[config.mk]
export PLATFORM = sky130hd
export DESIGN_NAME = alu_share_arb
export DESIGN_NICKNAME = d
export VERILOG_FILES = /design/src/rtl/alu_share_arb.sv
export SDC_FILE = /design/constraint.sdc
export NUM_CORES = 1
export LEC_CHECK = 0
export ABC_CLOCK_PERIOD_IN_PS = 4720
export BUFFER_PORTS_ARGS = -buffer_cell sky130_fd_sc_hd__buf_2
export CAP_MARGIN = 20
export CORE_AREA = 3 3 118 120
export DETAILED_ROUTE_END_ITERATION = 10
export DIE_AREA = 0 0 121 123
export PLACE_DENSITY = 0.72
export SETUP_SLACK_MARGIN = 0.02
export SLEW_MARGIN = 20
export SYNTH_ARGS = -nofsm -noshare
export SYNTH_HDL_FRONTEND = slang
export SYNTH_SLANG_ARGS = --single-unit
[constraint.sdc]
create_clock -name clk -period 4.72 [get_ports clk]
set_input_delay 0.944 -clock clk [delete_from_list [all_inputs] [get_ports clk]]
set_output_delay 0.944 -clock clk [all_outputs]
set_load 0.02 [all_outputs]
[src/rtl/alu_share_arb.sv]
// alu_share_arb: round-robin time-sharing of one external ALU
// between the execute stage (r0) and an auxiliary sequencer (r1).
module alu_share_arb #(
    parameter int TAG_W = 4
) (
    input  logic             clk,
    input  logic             reset,
    input  logic [1:0]       req_valid,
    output logic [1:0]       req_ready,
    input  logic [3:0]       req_op0,
    input  logic [3:0]       req_op1,
    input  logic [31:0]      req_a0,
    input  logic [31:0]      req_a1,
    input  logic [31:0]      req_b0,
    input  logic [31:0]      req_b1,
    input  logic [4:0]       req_s0,
    input  logic [4:0]       req_s1,
    input  logic [TAG_W-1:0] req_tag0,
    input  logic [TAG_W-1:0] req_tag1,
    output logic [3:0]       alu_op,
    output logic [31:0]      alu_a,
    output logic [31:0]      alu_b,
    output logic [4:0]       alu_s,
    input  logic [31:0]      alu_c,
    input  logic             alu_eq,
    output logic [1:0]       rsp_valid,
    input  logic [1:0]       rsp_ready,
    output logic [31:0]      rsp_data,
    output logic             rsp_eq,
    output logic             rsp_err,
    output logic [TAG_W-1:0] rsp_tag,
    output logic             busy
);

    typedef enum logic [1:0] {
        IDLE = 2'd0,
        EXEC = 2'd1,
        HOLD = 2'd2
    } state_t;

    state_t state_q, state_d;

    logic [3:0]       op_q, op_d;
    logic [31:0]      a_q, a_d;
    logic [31:0]      b_q, b_d;
    logic [4:0]       s_q, s_d;
    logic [TAG_W-1:0] tag_q, tag_d;
    logic             owner_q, owner_d;
    logic             lg_q, lg_d;
    logic [31:0]      data_q, data_d;
    logic             eq_q, eq_d;
    logic             err_q, err_d;

    logic [1:0]       gnt;
    logic             win;
    logic             xfer;

    // Round-robin pick: on a tie the requester that did not win last goes.
    always_comb begin
        gnt = 2'b00;
        if (req_valid == 2'b11) begin
            gnt = lg_q ? 2'b01 : 2'b10;
        end else begin
            gnt = req_valid;
        end
    end

    // Accept only from IDLE and never while reset is held low.
    assign req_ready = ((state_q == IDLE) && reset) ? gnt : 2'b00;
    assign xfer      = |(req_valid & req_ready);
    assign win       = gnt[1];

    // Next-state and register-load logic for the IDLE/EXEC/HOLD sequence.
    always_comb begin
        state_d = state_q;
        op_d    = op_q;
        a_d     = a_q;
        b_d     = b_q;
        s_d     = s_q;
        tag_d   = tag_q;
        owner_d = owner_q;
        lg_d    = lg_q;
        data_d  = data_q;
        eq_d    = eq_q;
        err_d   = err_q;
        unique case (state_q)
            IDLE: begin
                if (xfer) begin
                    op_d    = win ? req_op1  : req_op0;
                    a_d     = win ? req_a1   : req_a0;
                    b_d     = win ? req_b1   : req_b0;
                    s_d     = win ? req_s1   : req_s0;
                    tag_d   = win ? req_tag1 : req_tag0;
                    owner_d = win;
                    lg_d    = win;
                    state_d = EXEC;
                end
            end
            EXEC: begin
                data_d  = alu_c;
                eq_d    = alu_eq;
                err_d   = (op_q > 4'd7);
                state_d = HOLD;
            end
            HOLD: begin
                if (rsp_ready[owner_q]) begin
                    state_d = IDLE;
                end
            end
            default: begin
                state_d = IDLE;
            end
        endcase
    end

    // State, operand and result registers; lg resets to 1 so r0 wins first.
    always_ff @(posedge clk or negedge reset) begin
        if (!reset) begin
            state_q <= IDLE;
            op_q    <= '0;
            a_q     <= '0;
            b_q     <= '0;
            s_q     <= '0;
            tag_q   <= '0;
            owner_q <= 1'b0;
            lg_q    <= 1'b1;
            data_q  <= '0;
            eq_q    <= 1'b0;
            err_q   <= 1'b0;
        end else begin
            state_q <= state_d;
            op_q    <= op_d;
            a_q     <= a_d;
            b_q     <= b_d;
            s_q     <= s_d;
            tag_q   <= tag_d;
            owner_q <= owner_d;
            lg_q    <= lg_d;
            data_q  <= data_d;
            eq_q    <= eq_d;
            err_q   <= err_d;
        end
    end

    assign alu_op    = op_q;
    assign alu_a     = a_q;
    assign alu_b     = b_q;
    assign alu_s     = s_q;

    assign rsp_valid = (state_q == HOLD) ? (owner_q ? 2'b10 : 2'b01) : 2'b00;
    assign rsp_data  = data_q;
    assign rsp_eq    = eq_q;
    assign rsp_err   = err_q;
    assign rsp_tag   = tag_q;
    assign busy      = (state_q != IDLE);

endmodule
==> qor.csv, run 1 <==
metric,value,unit
cts_setup_buffers,0,
status,"complete, no violations",
die_w,121,um
drv_cap,0,
start_util,37.9,%
grt-ovfl-total,0,
rows,42,
antenna_found_initial,0,
hpwl,10500,um
fin_ws,1810,ps
leakagePower,3.36,nW
hold_class,reg -> reg,
drt-initial-drc-count,149,
dr.pass1.iters,4,
io_pins,309,
cp-end-kind,output pin,
grt_pass1_wl,23100,um
rsz0062_at_grt,false,
synth_edf_count,0,
core,13100,sq um
hold_violations,0,
fin_setup_tns,0,ps
ys.flop_type,dfrtp_1,
yosysUniqueCellTypes,24,
slew_viol_final,0,
grt_max_degree,80,
final-setup-viol-count,0,
num_vias,4618,
start_kind,input pin,
cts_hold_buf,0,
instances_no_fill,848,
globalplace.congestion,0.822,
clk_pin_slew,60,ps
dp.cells,816,
slew_headroom,42.5,%
syn_area_per_cell,13.4,sq um
cts_buffer_depth,2,
criticalPathCategory,in -> out,
cts_root_buf,clkbuf_16,
synth_seq_cells,115,
netlist_area,4960,sq um
power_density,738,nW/um^2
layout_min_cycle_time,2910,ps
drive_above_1_share,57.9,%
drc,0,
track_usage,19.7,%
async_flop_share,100,%
routedWlPerCell,17.7,um
wl,15000,um
clock.fmax,0.344,GHz
io_buffer_count,308,
n_fill_cell,1098,
worst_pin_slew,862,ps
tritoncts,yes,
clk_latency,400,ps
mostFrequentLayoutCells,"buf_2, dfrtp_1, o32ai_1, a2bb2oi_1, mux2_2",
dp_slack,1750,ps
finalNetCount,852,
layout_commonest_cell,buf_2,
worst-path-max-fanout,5,
grt_pass1_vias,4645,
syn_inst,371,
viasPerCell,5.45,
min_period_over_period,61.6,%
ys_seq_area_share,58.0,%
dieArea,14900,sq um
peakVddDrop,0.000427,V
clock_skew,9.63,ps
diodes,0,
critPathArrivalTime,1970,ps
crit_required,3780,ps
post_cts_resized,0,
cts_buffers,17,
cts_htree_levels,4,
final_core_util,55.4,%
die_h,123,um
cts.sinks,115,
ant_nets,0,
syn_nets,564,
yosysWarnings,0,
syn2layout_area_growth,46.1,%
-- where the power goes --
group	internal [mW]	total [mW]	switching, mW
sequential	1.46	1.72	0.261
combinational	0.910	2.20	1.29
clock	1.00	1.43	0.428
-- routing by layer --
layer	up-vias	GRT usage, %	part of all wire (%)
met5	-	0	0
met2	244	31.9	48
met1	2244	23.6	40
met4	0	8.99	2.4
li1	2097	-	-
met3	33	7.23	9.2
-- state kept, by name (all words and copies together), names as in the netlist --
| register | flops |
|---|---|
| lg_q | 1 |
| owner_q | 1 |
| state_q | 2 |
| rsp_eq | 1 |
| alu_s | 5 |
| alu_b | 32 |
| rsp_err | 1 |
| rsp_tag | 4 |
| alu_a | 32 |
| alu_op | 4 |
| rsp_data | 32 |
-- critical path, stage by stage --
cell,delay (ps)
buf_4,90
or3b_1,450
nor3_1,270
buf_2,220
-- through the flow --
| stage | power (mW) | hold slack, ps | area [sq um] |
|---|---|---|---|
| after floorplan | 3.15 | 506 | 4960 |
| after global placement | 3.88 | 481 | 6580 |
| after detailed placement | 3.95 | 488 | 6580 |
| after CTS | 5.41 | 501 | 7250 |
| after global routing | 5.65 | 519 | 7250 |
| final | 5.35 | 500 | 7250 |
-- cells in the mapped netlist (2+ instances only) --
| library cell | count | area share [%] |
|---|---|---|
| nor2_1 | 4 | 0.30 |
| a2bb2oi_1 | 77 | 14 |
| buf_6 | 3 | 0.68 |
| clkbuf_1 | 28 | 2.1 |
| nand2b_1 | 2 | 0.25 |
| mux2_2 | 35 | 7.9 |
| o32ai_1 | 77 | 14 |
| dfrtp_1 | 114 | 58 |
| buf_2 | 16 | 1.6 |
-- worst paths after layout --
check	startpoint	to	slack (ps)	depth (start not counted)
worst max-delay path	reset	req_ready[0]	1810	4
worst min-delay path	rsp_data[19]	rsp_data[19]	500	1
worst max register to register	state_q[1]	alu_s[4]	2640	4
worst min register to register	rsp_data[19]	rsp_data[19]	500	1
max in group asynchronous	reset	state_q[0]	2780	3
min in group asynchronous	reset	rsp_data[23]	650	2
-- kinds of logic (layout without fill, tap and decap cells) --
kind of cell / count (synthesis) / count (layout) / synth area share, %
multiplexers: 35 / 35 / 7.95
flip-flops: 115 / 115 / 58.0
AND/OR/NAND/NOR: 13 / 13 / 1.54
buffers and inverters: 49 / 350 / 4.57
AO/OA/AOI/OAI: 159 / 159 / 27.9
-- layout make-up --
class | instances | area, sq um | area share (%)
Tap cell | 176 | 220 | 3.04
Clock inverter | 9 | 173 | 2.38
Inverter | 2 | 7.51 | 0.104
Timing Repair Buffer | 316 | 1600 | 22.1
Multi-Input combinational cell | 207 | 1870 | 25.8
Sequential cell | 115 | 2880 | 39.7
Clock buffer | 23 | 498 | 6.87
Power figures use the tool's default switching activity.
==> inputs of run 2 (changes only) <==
--- a/config.mk
+++ b/config.mk
@@ -5,13 +5,14 @@
 export SDC_FILE = /design/constraint.sdc
 export NUM_CORES = 1
 export LEC_CHECK = 0
-export ABC_CLOCK_PERIOD_IN_PS = 4720
+export ABC_AREA = 1
+export ABC_CLOCK_PERIOD_IN_PS = 2700
 export BUFFER_PORTS_ARGS = -buffer_cell sky130_fd_sc_hd__buf_2
 export CAP_MARGIN = 20
-export CORE_AREA = 3 3 118 120
+export CORE_AREA = 3 3 119 121
 export DETAILED_ROUTE_END_ITERATION = 10
-export DIE_AREA = 0 0 121 123
-export PLACE_DENSITY = 0.72
+export DIE_AREA = 0 0 122 124
+export PLACE_DENSITY = 0.76
 export SETUP_SLACK_MARGIN = 0.02
 export SLEW_MARGIN = 20
 export SYNTH_ARGS = -nofsm -noshare
==> constraint.sdc (replaced) <==
create_clock -name clk -period 2.7 [get_ports clk]
set_input_delay 0.54 -clock clk [delete_from_list [all_inputs] [get_ports clk]]
set_output_delay 0.54 -clock clk [all_outputs]
set_load 0.02 [all_outputs]
==> qor.csv, run 2 <==
metric,value,unit,change
viasPerCell,4.82,,-11%
synth_edf_count,0,,unchanged
synthAdderAreaFrac,0,%,unchanged
power_density,1210,nW/um^2,+65%
multi_input_area,2380,sq um,+27%
core,13200,sq um,+0.80%
criticalPathCategory,reg -> out,,
layout_commonest_cell,nand2_1,,
clock.fmax,0.488,GHz,
cts_buffers,17,,unchanged
synth_most_common_cell,nand2_1,,
yosys-top-cells-area,"dfrtp_1, nand2_1, nand3_1, buf_2, buf_4",,
io_pins,309,,unchanged
muxShareOfSynthArea,0,%,-7.9 points
cp_top_family,buffers and inverters,,
die_h,124,um,+0.81%
cts_setup_buffers,0,,unchanged
yosys.area_share.simple,42.4,%,+41 points
ys.flop_type,dfrtp_1,,
drv_cap,0,,unchanged
mostFrequentLayoutCells,"nand2_1, buf_2, dfrtp_1, nand3_1, clkbuf_16",,
cp-end-kind,output pin,,
ys_seq_area_share,51.7,%,-6.4 points
post_cts_resized,0,,unchanged
yosysWarnings,0,,unchanged
dr.pass1.iters,4,,unchanged
leakagePower,4.82,nW,+44%
drc,0,,unchanged
globalplace.congestion,0.831,,+1.1%
hold_violations,0,,unchanged
worst_pin_slew,807,ps,-55.3 ps
cts_buffer_depth,2,,unchanged
num_vias,5968,,+29%
final-setup-viol-count,0,,unchanged
worst-path-max-fanout,36,,+31
critPathArrivalTime,1510,ps,-460 ps
rows,42,,unchanged
layout_min_cycle_time,2050,ps,
clk_latency,400,ps,about the same
regArea,2880,sq um,unchanged
hold_class,in -> async,,
synth_seq_cells,115,,unchanged
syn_area_per_cell,7.31,sq um,-45%
clock_skew,10.0,ps,+0.384 ps
cts_root_buf,clkbuf_16,,
wl,17200,um,+15%
rsz0062_at_grt,false,,
min_period_over_period,75.9,%,
start_kind,flip-flop,,
die_w,122,um,+0.83%
io_buffer_count,308,,unchanged
antenna_found_initial,0,,unchanged
slew_headroom,46.2,%,+3.7 points
tritoncts,yes,,
ant_nets,0,,unchanged
cpPeakStageDelay,380,ps,-70 ps
cp_slowest_cell,dfrtp_1,,
start_util,42.2,%,+4.3 points
grt-ovfl-total,0,,unchanged
yosysUniqueCellTypes,16,,-33%
cts.sinks,115,,unchanged
synth.largest_area_cell,dfrtp_1,,
cts_hold_buf,0,,unchanged
synth_top_family_by_area,simple AND/OR/NAND/NOR gates,,
status,"complete, no violations",,
hold-worst-slack,306,ps,-193 ps
drive_above_1_share,34.0,%,-24 points
diodes,0,,unchanged
fin_setup_tns,0,ps,unchanged
path_cells,buf_4 > nor2_1 > inv_1 > nor2_1 > buf_2,,
routedWlPerCell,13.9,um,-21%
slew_viol_final,0,,unchanged
drt-initial-drc-count,348,,+130%
hpwl,12300,um,+17%
cts_htree_levels,4,,unchanged
grt_pass1_wl,26600,um,+15%
async_flop_share,100,%,unchanged
syn_inst,762,,+110%
netlist_area,5570,sq um,+12%
grt_max_degree,80,,unchanged
finalNetCount,1243,,+46%
track_usage,22.3,%,+2.6 points
grt_pass1_vias,5451,,+17%
dieArea,15100,sq um,+1.6%
crit_required,2160,ps,-1620 ps
synthTopCellsByCount,"nand2_1, dfrtp_1, nand3_1",,
synth_compound_area_share,0.292,%,-28 points
n_fill_cell,1256,,+14%
peakVddDrop,0.000478,V,+12%
synth_top_area_share,51.2,%,-6.3 points
syn_nets,955,,+69%
synthXorXnorAreaFrac,0,%,unchanged
syn2layout_area_growth,40.0,%,
cpMostUsedCell,nor2_1,,
crit_buf_inv,3,,+1
clk_pin_slew,50,ps,about the same
run 2: changes by cell type after synthesis, sizes merged, moves of 2 or more:
cell / delta
clkbuf: -21
o32ai: -77
nand2: +467
inv: +9
nand2b: -2
mux2: -35
a2bb2oi: -77
buf: +25
nand3: +113
run 2: worst paths after layout:
check / start / endpoint / slack (ps) / cells after the start
setup / recovery: state_q[0] / rsp_valid[0] / 650 / 5
max in group asynchronous: reset / alu_a[16] / 1810 / 2
setup reg to reg: lg_q / alu_b[30] / 850 / 7
hold reg to reg: rsp_data[4] / rsp_data[4] / 460 / 2
hold / removal: reset / alu_b[21] / 310 / 2
min in group clk: alu_c[3] / rsp_data[3] / 370 / 3
run 2: metrics by stage:
stage                     util [%]  total power [mW]  worst slack [ps]  instances  cell area (sq um)
after floorplan                  -              5.62               927        762               5570
after global placement        54.3              7.06               749       1207               7160
after detailed placement      54.3              7.14               706       1207               7160
after CTS                     59.1              9.57               634       1238               7790
after global routing          59.1              10.1               507       1238               7790
final                         59.1              9.47               651       1238               7790
run 2: area by class of cell:
type | count | share of cell area (%)
multi-input combinational | 586 | 30.5
clock buffer | 22 | 6.21
inverter | 10 | 0.482
sequential | 115 | 36.9
clock inverter | 9 | 1.94
timing repair buffer | 320 | 21.1
tap | 176 | 2.83
run 2: cell families after synthesis:
family,Yosys count
AND/OR/NAND/NOR,585
flip-flops,115
buffers and inverters,61
AO/OA/AOI/OAI,1
run 2: where the power goes:
part	switching (mW)	total (mW)	internal, mW
logic	2.70	4.01	1.31
clock network	0.753	2.39	1.63
registers	0.477	3.07	2.59
total	3.93	9.47	5.54
run 2: worst reg2reg max path: cells and delay by family (launching register included):
| kind | cells | cell delay [ps] |
|---|---|---|
| buffers and inverters | 2 | 730 |
| AND/OR/NAND/NOR | 4 | 350 |
| AO/OA/AOI/OAI | 1 | 110 |
| flip-flops | 1 | 550 |
run 2: routing by layer:
layer	track usage, %	vias up	part of all wire, %
met5	0	-	0
li1	-	2940	-
met2	38.5	254	50
met1	27.0	2748	40
met3	5.81	26	8.1
met4	8.26	0	1.8
==> inputs of run 3 (changes only) <==
--- a/config.mk
+++ b/config.mk
@@ -5,14 +5,14 @@
 export SDC_FILE = /design/constraint.sdc
 export NUM_CORES = 1
 export LEC_CHECK = 0
-export ABC_AREA = 1
-export ABC_CLOCK_PERIOD_IN_PS = 2700
+export ABC_AREA = 0
+export ABC_CLOCK_PERIOD_IN_PS = 1690
 export BUFFER_PORTS_ARGS = -buffer_cell sky130_fd_sc_hd__buf_2
 export CAP_MARGIN = 20
-export CORE_AREA = 3 3 119 121
+export CORE_MARGIN = 3
+export CORE_UTILIZATION = 39
 export DETAILED_ROUTE_END_ITERATION = 10
-export DIE_AREA = 0 0 122 124
-export PLACE_DENSITY = 0.76
+export PLACE_DENSITY = 0.77
 export SETUP_SLACK_MARGIN = 0.02
 export SLEW_MARGIN = 20
 export SYNTH_ARGS = -nofsm -noshare
==> constraint.sdc (replaced) <==
create_clock -name clk -period 1.69 [get_ports clk]
set_input_delay 0.338 -clock clk [delete_from_list [all_inputs] [get_ports clk]]
set_output_delay 0.338 -clock clk [all_outputs]
set_load 0.02 [all_outputs]
==> qor.csv, run 3 (same netlist as run 1, synthesis figures left out) <==
metric,value,unit,change
status,"complete, but fails checks",,
violations,negative setup slack,,
clock_skew,13.5,ps,+3.48 ps
cts_root_buf,clkbuf_16,,
layout_min_cycle_time,1890,ps,
viasPerCell,5.61,,+16%
io_buffer_count,308,,unchanged
cp_slowest_cell,or3b_4,,
diodes,0,,unchanged
fin_ws,-201,ps,-852 ps
crit_required,1350,ps,-810 ps
worst-path-max-fanout,3,,-92%
power_frac_seq,31.5,%,-0.9 points
worst_pin_slew,525,ps,-282 ps
r2r_end,alu_op[1],,
switching_share,38.5,%,-3.0 points
fin_setup_tns,-5320,ps,-5320 ps
drc,0,,unchanged
clk_latency,420,ps,+20 ps
hpwl,11500,um,-6.4%
drt-initial-drc-count,279,,-20%
critPathArrivalTime,1550,ps,+40 ps
core,12200,sq um,-7.4%
cts_htree_levels,4,,unchanged
slew_headroom,65.0,%,+19 points
rows,40,,-4.8%
ant_nets,0,,unchanged
peakVddDrop,0.00125,V,+160%
min_period_over_period,112,%,
grt_pass1_vias,4886,,-10%
globalplace.congestion,0.793,,-4.6%
intPower,9.67,mW,+75%
final-setup-viol-count,65,,+65
regToRegSetupSlack,-160,ps,-1010 ps
layout_commonest_cell,buf_2,,
cts.sinks,115,,unchanged
dpl_cell_area,6710,sq um,-6.2%
start_kind,flip-flop,,
dp_slack,27.9,ps,-678 ps
io_pins,309,,unchanged
hp-start,alu_eq,,
slew_viol_final,0,,unchanged
num_vias,4839,,-19%
dr.pass1.iters,5,,+1
wl,17800,um,+3.1%
routedWlPerCell,20.6,um,+48%
crit_buf_inv,1,,-2
hold_depth,2,,
cpPeakStageDelay,440,ps,+60 ps
die_w,119,um,-2.6%
rsz0062_at_grt,true,,
hold_path_end,rsp_eq,,
hold_violations,0,,unchanged
grt_pass1_wl,25300,um,-4.6%
instances_no_fill,863,,-30%
syn2layout_area_growth,59.7,%,
finalNetCount,877,,-29%
drv_cap,0,,unchanged
clock.fmax,0.529,GHz,
cp-end-kind,output pin,,
fin_area,7920,sq um,+1.6%
criticalPathCategory,reg -> out,,
r2r-start,state_q[1],,
start_util,40.6,%,-1.6 points
cts_buffer_depth,2,,unchanged
tritoncts,yes,,
track_usage,22.8,%,+0.49 points
cp_top_family,simple AND/OR/NAND/NOR gates,,
grt-ovfl-total,0,,unchanged
dieArea,14100,sq um,-6.8%
path_cells,or3b_4 > nor3_4 > buf_6,,
p_clk_share,21.3,%,-3.9 points
dp.cells,815,,-32%
antenna_found_initial,0,,unchanged
leakagePower,3.58,nW,-26%
die_h,119,um,-4.2%
reg2regPathDepth,7,,unchanged
hold_class,in -> reg,,
clk_pin_slew,50,ps,about the same
grt_max_degree,80,,unchanged
cts_buffers,17,,unchanged
power_density,1990,nW/um^2,+64%
drive_above_1_share,66.0,%,+32 points
mostFrequentLayoutCells,"buf_2, dfrtp_1, o32ai_1, a2bb2oi_2, mux2_2",,
comb_power_share,47.2,%,+4.8 points
p_sw,6.06,mW,+54%
==> run 3: changes by cell type in the layout (fill, tap and decap cells not counted), sizes merged, moves of 2 or more <==
cell | previous run | this run
nand2 | 468 | 1
nand3 | 113 | 0
a2bb2oi | 0 | 77
o32ai | 0 | 77
mux2 | 0 | 35
buf | 320 | 333
clkbuf | 22 | 32
inv | 10 | 2
bufinv | 4 | 1
nand2b | 0 | 2
==> run 3: stage by stage <==
step | power, mW | util (%) | hold WS, ps
2_1_floorplan | 8.80 | - | 42.4
3_5_place_dp | 11.2 | 55.0 | 439
4_1_cts | 14.8 | 60.2 | 129
6_report | 15.7 | 64.8 | 144
3_3_place_gp | 11.0 | 55.0 | 431
5_1_grt | 16.5 | 64.8 | 137
==> run 3: timing repair <==
item / in CTS / in global routing
endpoints found under the setup margin: 5 / 101
pin swaps: 2 / 5
gates cloned: 0 / 9
setup buffers: 2 / 8
gates resized for setup: 17 / 56
hold buffers: 1 / 0
hold endpoints to repair: 28 / 0
==> run 3: cell type report <==
class,count,area [sq um]
flip-flops and latches,115,2880
clock inverters,5,50.0
inverters,2,7.51
well taps,168,210
clock buffers,25,505
repair buffers,341,2080
multi-input cells,207,2180
fillers,933,4290
==> run 3: worst max path at each step <==
stage / start / end / cells after the start / slack (ps)
2_1_floorplan: lg_q / req_ready[1] / 5 / 40
3_3_place_gp: reset / req_ready[0] / 4 / 70
3_5_place_dp: reset / alu_b[9] / 5 / 30
4_1_cts: state_q[0] / req_ready[0] / 3 / -210
5_1_grt: state_q[1] / req_ready[0] / 3 / -250
6_report: state_q[1] / req_ready[0] / 3 / -200
==> run 3: metal layers <==
layer / track usage [%] / routed length, um / vias to the layer above
li1: - / - / 2153
met2: 40.9 / 9390 / 255
met3: 9.43 / 1500 / 32
met5: 0 / 0 / -
met4: 7.75 / 316 / 0
met1: 24.0 / 6580 / 2399
==> run 3: worst register-to-register path, delay by kind of cell, from the launching register on <==
family / cells / cell delay, ps
flops: 1 / 380
buf+inv: 4 / 610
compound gates: 1 / 130
simple gates: 2 / 650
==> run 3: power groups by stage <==
| stage | clock (mW) | combinational (mW) | sequential [mW] |
|---|---|---|---|
| 2_1_floorplan | 0 | 2.46 | 6.35 |
| 3_3_place_gp | 0 | 6.20 | 4.79 |
| 3_5_place_dp | 0 | 6.40 | 4.81 |
| 4_1_cts | 3.41 | 6.54 | 4.84 |
| 5_1_grt | 3.55 | 7.83 | 5.10 |
| 6_report | 3.35 | 7.43 | 4.95 |
